## config.mk

```make
export PLATFORM = sky130hd
export DESIGN_NAME = sd_otf_converter
export DESIGN_NICKNAME = d
export VERILOG_FILES = /design/src/rtl/online_pkg.sv /design/src/rtl/otfc_append.sv /design/src/rtl/sd_otf_converter.sv
export SDC_FILE = /design/constraint.sdc
export NUM_CORES = 1
export LEC_CHECK = 0
export ABC_CLOCK_PERIOD_IN_PS = 1200
export CAP_MARGIN = 20
export CORE_MARGIN = 3
export CORE_UTILIZATION = 40
export DETAILED_ROUTE_END_ITERATION = 16
export GPL_TIMING_DRIVEN = 1
export PLACE_DENSITY = 0.67
export SETUP_SLACK_MARGIN = 0.15
export SYNTH_ARGS = -nofsm -noshare
export SYNTH_HDL_FRONTEND = slang
export SYNTH_SLANG_ARGS = --single-unit
```

## constraint.sdc

```tcl
create_clock -name clk -period 1.2 [get_ports clk]
set_input_delay 0.3 -clock clk [delete_from_list [all_inputs] [get_ports clk]]
set_output_delay 0.3 -clock clk [all_outputs]
set_load 0.005 [all_outputs]
```

## src/rtl/online_pkg.sv

```systemverilog
// Shared definitions for the online-arithmetic datapath: signed-digit encodings,
// converter FSM states and the counter width helper.
package online_pkg;

  typedef enum logic [1:0] {
    DIG_ZERO = 2'b00,
    DIG_POS  = 2'b01,
    DIG_BAD  = 2'b10,
    DIG_NEG  = 2'b11
  } digit_e;

  typedef enum logic [1:0] {
    ST_IDLE = 2'd0,
    ST_CONV = 2'd1,
    ST_DONE = 2'd2
  } state_e;

  // Bits needed for a digit counter that must reach wl.
  function automatic int unsigned cnt_width(input int unsigned wl);
    return (wl == 0) ? 1 : $clog2(wl + 1);
  endfunction

endpackage

```

## src/rtl/otfc_append.sv

```systemverilog
// On-the-fly conversion step: next Q/QM from the current pair and one signed digit.
// Illegal digit encodings are treated as zero.
module otfc_append
  import online_pkg::*;
#(
  parameter int unsigned W = 4
) (
  input  logic [W-1:0] q,
  input  logic [W-1:0] qm,
  input  logic [1:0]   digit,
  output logic [W-1:0] q_next,
  output logic [W-1:0] qm_next
);

  always_comb begin
    q_next  = {q[W-2:0], 1'b0};
    qm_next = {qm[W-2:0], 1'b1};
    case (digit)
      DIG_POS: begin
        q_next  = {q[W-2:0], 1'b1};
        qm_next = {q[W-2:0], 1'b0};
      end
      DIG_NEG: begin
        q_next  = {qm[W-2:0], 1'b1};
        qm_next = {qm[W-2:0], 1'b0};
      end
      default: ;
    endcase
  end

endmodule

```

## src/rtl/sd_otf_converter.sv

```systemverilog
// MSB-first radix-2 signed-digit to two's-complement converter (Q/QM on-the-fly).
// Optional build macro OTFC_DIGIT_CHK_EN enables the sticky illegal-digit flag.
module sd_otf_converter
  import online_pkg::*;
#(
  parameter int unsigned WL = 3
) (
  input  logic          clk,
  input  logic          nReset,
  input  logic          start,
  input  logic          digit_valid,
  input  logic [1:0]    digit,
  output logic          digit_ready,
  output logic [WL:0]   result,
  output logic          result_valid,
  input  logic          result_ready,
  output logic          digit_err
);

  localparam int unsigned W  = WL + 1;
  localparam int unsigned CW = cnt_width(WL);

  state_e          state, state_next;
  logic [W-1:0]    q_reg, qm_reg, q_next, qm_next;
  logic [CW-1:0]   count;
  logic            accept;
  logic            last_digit;

  // start has priority: a digit presented alongside it is dropped
  assign accept     = digit_valid & digit_ready & ~start;
  assign last_digit = (count == CW'(WL - 1));
  assign result     = q_reg;

  otfc_append #(.W(W)) u_append (
    .q       (q_reg),
    .qm      (qm_reg),
    .digit   (digit),
    .q_next  (q_next),
    .qm_next (qm_next)
  );

  always_ff @(posedge clk or negedge nReset) begin
    if (!nReset) state <= ST_IDLE;
    else         state <= state_next;
  end

  always_comb begin
    state_next   = state;
    digit_ready  = 1'b0;
    result_valid = 1'b0;
    case (state)
      ST_IDLE: ;
      ST_CONV: begin
        digit_ready = 1'b1;
        if (accept && last_digit) state_next = ST_DONE;
      end
      ST_DONE: begin
        result_valid = 1'b1;
        if (result_ready) state_next = ST_IDLE;
      end
      default: state_next = ST_IDLE;
    endcase
    if (start) state_next = ST_CONV;
  end

  always_ff @(posedge clk or negedge nReset) begin
    if (!nReset) begin
      q_reg  <= '0;
      qm_reg <= '1;
      count  <= '0;
    end else if (start) begin
      q_reg  <= '0;
      qm_reg <= '1;
      count  <= '0;
    end else if (accept) begin
      q_reg  <= q_next;
      qm_reg <= qm_next;
      count  <= count + CW'(1);
    end
  end

`ifdef OTFC_DIGIT_CHK_EN
  always_ff @(posedge clk or negedge nReset) begin
    if (!nReset)                             digit_err <= 1'b0;
    else if (start)                          digit_err <= 1'b0;
    else if (accept && (digit == DIG_BAD))   digit_err <= 1'b1;
  end
`else
  assign digit_err = 1'b0;
`endif

endmodule

```

======== Yosys cells after proc, flatten, opt, wreduce, memory -nomap -nowiden ========
Cells that the tools add are included.
word-level totals
  bits in registers ....................... 11
  latch bits .............................. 0
  memory bits (writable) .................. 0
  bits in read-only memories .............. 0
  logic and storage cells ................. 34
  memories ................................ 0
cells by class
  add/sub/neg operators ................... 1
  $mul .................................... 0
  div/mod/pow operators ................... 0
  $lt $le $gt $ge ......................... 0
  equal/unequal tests ..................... 8
  shift-type cells ........................ 0
  mux-type cells .......................... 14
  bitwise gates (word level) .............. 3
  reductions and logical operators ........ 4
operators by type and width
  kind                   number
  $mux W2                5
  $mux W4                2
  $pmux W4 S2            1
  $eq A2 B2 Y1 const B   3
  $mux W3                2
  $ne A3 B3 Y1 const B   2
  $pmux W2 S3            1
  $pmux W3 S2            1
  $eq A2 B1 Y1 const B   2
  $reduce_and A3 Y1      1
  $add A2 B1 Y2 const B  1
  $and A1 B1 Y1          2
  $logic_not A2 Y1       1
  $mux W1                2
  $ne A2 B2 Y1 const B   1
  $reduce_bool A2 Y1     1
  $logic_and A1 B1 Y1    1
  $not A1 Y1             1

======== Longest topological paths before layout ========
  depth in word-level cells ............... 8
  gate-level depth with buffers ........... 4

======== By module ========
A second synthesis with hierarchy kept.
second synthesis, totals
  cell total of the unflattened synthesis .. 67
  area, all modules ....................... 724.4 sq um
modules (own cells, without submodules)
  module            instances  cells an instance  area each (sq um)  sequential area each (sq um)
  sd_otf_converter  1          57                 618.1              305.3
  otfc_append       1          10                 106.4              0.0

======== Worst setup path before layout ========
OpenSTA, ideal clock, no wires.
  path kind ............................... flip-flop to flip-flop
  start point ............................. register state[1]
  end point ............................... register q_reg[1], in the netlist result[1]
  arrival ................................. 968 ps
  required time ........................... 1101 ps
  slack ................................... 133 ps
  cell stages (with the launch flop) ...... 5
  path buffers ............................ 1
  period minus slack after synthesis ...... 1067 ps
  cells stage by stage .................... dfrtp_1 and3b_2 buf_6 nor2_1 a311oi_1
between the ends
  longest elaborated chain between the ends .. 5
RTL lines
  what                          RTL line                RTL
  from (decl)                   sd_otf_converter.sv:23  state_e state, state_next;
  from (signal assigned)        sd_otf_converter.sv:44  else state <= state_next;
  $eq A2 B1 Y1                  sd_otf_converter.sv:51  case (state)
  $mux W1                       sd_otf_converter.sv:51
  $and A1 B1 Y1 (2 in series)   sd_otf_converter.sv:30  assign accept = digit_valid & digit_ready & ~start;
  $reduce_bool A2 Y1 (no line)  -
  to (signal assigned)          sd_otf_converter.sv:76  q_reg <= q_next;
  to (decl)                     sd_otf_converter.sv:24  logic [W-1:0] q_reg, qm_reg, q_next, qm_next;
Every way passes these cells.
A chain may end at the register's enable or synchronous reset.

======== Worst setup path in the final report ========
  start point ............................. register state[0]
  end point ............................... output result_valid
between the ends
  longest elaborated chain between the ends .. 2
RTL lines
  what          RTL line                RTL
  $eq A2 B2 Y1  sd_otf_converter.sv:51
  $mux W1       sd_otf_converter.sv:51
  to (decl)     sd_otf_converter.sv:15  output logic result_valid,
Every way passes these cells.

==> flow_metrics.py <==
metrics = {
    "drt": {
        "drtAntennaViolNets": 0,
        "via_per_inst": 5.076,
        "wire_per_inst_um": 11.93,
        "drt_iter0_markers": 1,
        "wl_mm": 1.253,
        "highest_layer": "met4",
        "wl_met3_um": 62,
        "drc": 0,
        "vias": 533,
        "dr.pass1.iters": 3,
        "m1WireLength_um": 580,
        "route.met2.wl_um": 593,
    },
    "pwr": {
        "p_sw_frac": 0.2731,
        "power_frac_comb": 0.251,
        "ir_drop_uv": 804.2,
        "p_leak_nw": 0.4035,
        "seq_power_share": 0.463,
        "internal-power_w": 0.0006603,
        "clockPowerShare": 0.287,
        "power.switching_w": 0.0002481,
        "p_per_area_nw_per_um2": 1061,
    },
    "critical_path": {
        "path_class": "flip-flop to output port",
        "cp-start-kind": "flip-flop",
        "slowest_delay_ps": 390,
        "timing.critical_path.buf_inv": 1,
        "slowest_stage": "dfrtp_1",
        "crit_chain": "and2b_1 -> buf_2",
        "critPathArrivalTime_ps": 980,
        "cp.required_ps": 900,
        "end_kind": "output port",
        "path_delay_family": "flip-flops",
        "path_max_fanout": 3,
    },
    "floorplan": {
        "die-area_um2": 1865,
        "core-area_um2": 1201,
        "die_h_um": 43.19,
        "chipWidth_um": 43.19,
        "row_count": 12,
        "ioPinCount": 14,
        "initial_core_util": 0.4604,
    },
    "global_routing": {
        "grtUsageTotal": 0.1608,
        "grt_pass1_vias": 522,
        "antenna_found_initial": 0,
        "grt_pass1_wl_mm": 2.221,
        "grt_max_degree": 12,
        "overflow": 0,
    },
    "synthesis": {
        "synth_commonest_cells": "10 x nand2_1, 8 x dfrtp_1, 6 x nor2_1, 5 x a21oi_1",
        "netlist_area_um2": 553.0,
        "yosys_warnings": 0,
        "synth_area_leader_cell": "dfrtp_1",
        "ys_seq_elements": 11,
        "syn_inst": 58,
        "synth_top_area_share": 0.3620,
        "synth_area_leaders": "dfrtp_1 36%, dfstp_2 14%, nand2_1 6.8%, a311oi_1 4.8%, a21oi_1 4.5%",
        "syn-num-nets": 66,
        "avgSynthCellArea_um2": 9.535,
        "yosys.cell_types.count": 23,
        "synthFlopType": "dfrtp_1",
        "async_reset_ff_frac": 1.000,
        "synth_enable_flop_cells": 0,
        "ys_seq_area_frac": 0.5045,
        "yosysMostFrequentCell": "nand2_1",
    },
    "final_layout": {
        "ff_latch_area_um2": 279.0,
        "fillerInstances": 97,
        "nets": 100,
        "multi_input_area_um2": 277.8,
        "largest_register_ffs": 4,
        "drive_above_1_share": 0.4505,
        "stdcell_area_um2": 855.8,
        "diodes": 0,
        "areaGrowthSynthToFinish_pct": 54.75,
    },
    "clock_tree": {
        "path_clk_slew_ps": 70,
        "cts-root-buf": "clkbuf_4",
        "cts.sinks": 11,
        "h-tree-depth": 1,
        "cts_tree": "built",
        "clk-insertion-delay-late_ps": 270,
        "hold_buffers": 0,
        "numCtsBuffers": 3,
        "clockBufferDepth": 2,
    },
    "sta": {
        "worst_slack_ps": -80.39,
        "setup_tns_ps": -194.9,
        "fin_skew_ps": 1.060,
        "final.period_utilization": 1.067,
        "rsz0062_at_grt": "true",
        "hold_viol": 0,
        "finalSetupViolations": 6,
        "max_freq_mhz": 781.0,
        "slew_violations": 0,
        "hold-worst-slack_ps": 322.9,
        "period_minus_slack_ps": 1280,
    },
    "place": {
        "place_area_um2": 773.2,
        "place.port_buffers": 12,
        "post-place-ws_ps": -284.0,
        "place.gp.congestion": 0.7621,
        "dp_hpwl_um": 889.4,
    },
    "job": {
        "maxCapViolations": 0,
    },
    "outcome": {
        "status": "finished, violations left",
        "failed_checks": "negative setup slack",
    },
    "worst_hold_path": {
        "hold_class": "input pin to async pin",
    },
}
[area by class of cell]
type / count / area share
inverter: 2 / 0.008772
timing repair buffer: 32 / 0.2895
clock buffer: 4 / 0.03070
sequential: 11 / 0.3260
multi-input combinational: 42 / 0.3246
tap: 14 / 0.02047
[what timing repair did]
action	in CTS	in global routing
buffers inserted	6	0
pin swaps	4	0
setup endpoints to repair	15	17
resized for setup	32	2
[logic make-up (layout without fill, tap and decap cells)]
family                     Yosys count  count (layout)  share of synthesized area
muxes                                2               2                    0.03620
adders and majority gates            1               1                    0.02262
and+or+nand+nor                     27              27                     0.2376
buffers and inverters                5              38                    0.05430
DFF                                 11              11                     0.5045
other                                1               1                   0.006781
AOI/OAI and AO/OA                   11              11                     0.1380
[worst register-to-register path: cells and delay by family (launching register included)]
kind            cells  cell delay (ps)
simple gates        2              560
flops               1              390
buf+inv             1              130
compound gates      1              110
[final timing paths]
path	startpoint	depth (start not counted)	slack (ps)	endpoint
max in group asynchronous	nReset	2	650	qm_reg[0]
worst min register to register	count[0]	2	530	count[0]
worst max register to register	state[1]	4	-70	count[1]
worst min-delay path	nReset	2	320	result[3]
min in group clk	count[0]	2	530	count[0]
worst max-delay path	state[0]	2	-80	result_valid
[metrics by stage]
step	util	power, W	std cells
after detailed placement	0.6438	0.0006241	95
final	0.7125	0.0009084	105
after global routing	0.7125	0.0009580	105
after CTS	0.7083	0.0009093	105
after floorplan	-	0.0005115	58
after global placement	0.6438	0.0006195	95
[layout by cell type (no fill, tap or decap), types with 2 or more instances in the layout]
| master | Yosys | layout |
|---|---|---|
| a21oi_1 | 5 | 4 |
| buf_2 | 0 | 6 |
| dfstp_2 | 3 | 3 |
| nand3_1 | 3 | 3 |
| inv_1 | 2 | 2 |
| nand2_2 | 0 | 2 |
| buf_4 | 1 | 18 |
| clkbuf_4 | 0 | 3 |
| buf_6 | 1 | 2 |
| dfrtp_1 | 8 | 8 |
| nor3_2 | 0 | 2 |
| clkdlybuf4s50_1 | 0 | 6 |
| and2b_1 | 2 | 2 |
| mux2i_1 | 2 | 2 |
| nand2_1 | 10 | 8 |
| a311oi_2 | 0 | 2 |
| nor2_1 | 6 | 5 |
[per-layer routing]
layer | up-vias | track usage
met4 | 0 | 0.05422
met2 | 9 | 0.2596
met3 | 2 | 0.06356
met1 | 255 | 0.1917
li1 | 267 | -
met5 | - | 0
[power by group through the flow]
stage / clock, W / sequential [W] / combinational [W]
after floorplan: 0 / 0.000428 / 0.0000839
after global placement: 0 / 0.000426 / 0.000194
after detailed placement: 0 / 0.000427 / 0.000197
after CTS: 0.000264 / 0.000420 / 0.000226
after global routing: 0.000282 / 0.000425 / 0.000251
final: 0.000260 / 0.000420 / 0.000228
Power figures use the tool's default switching activity.
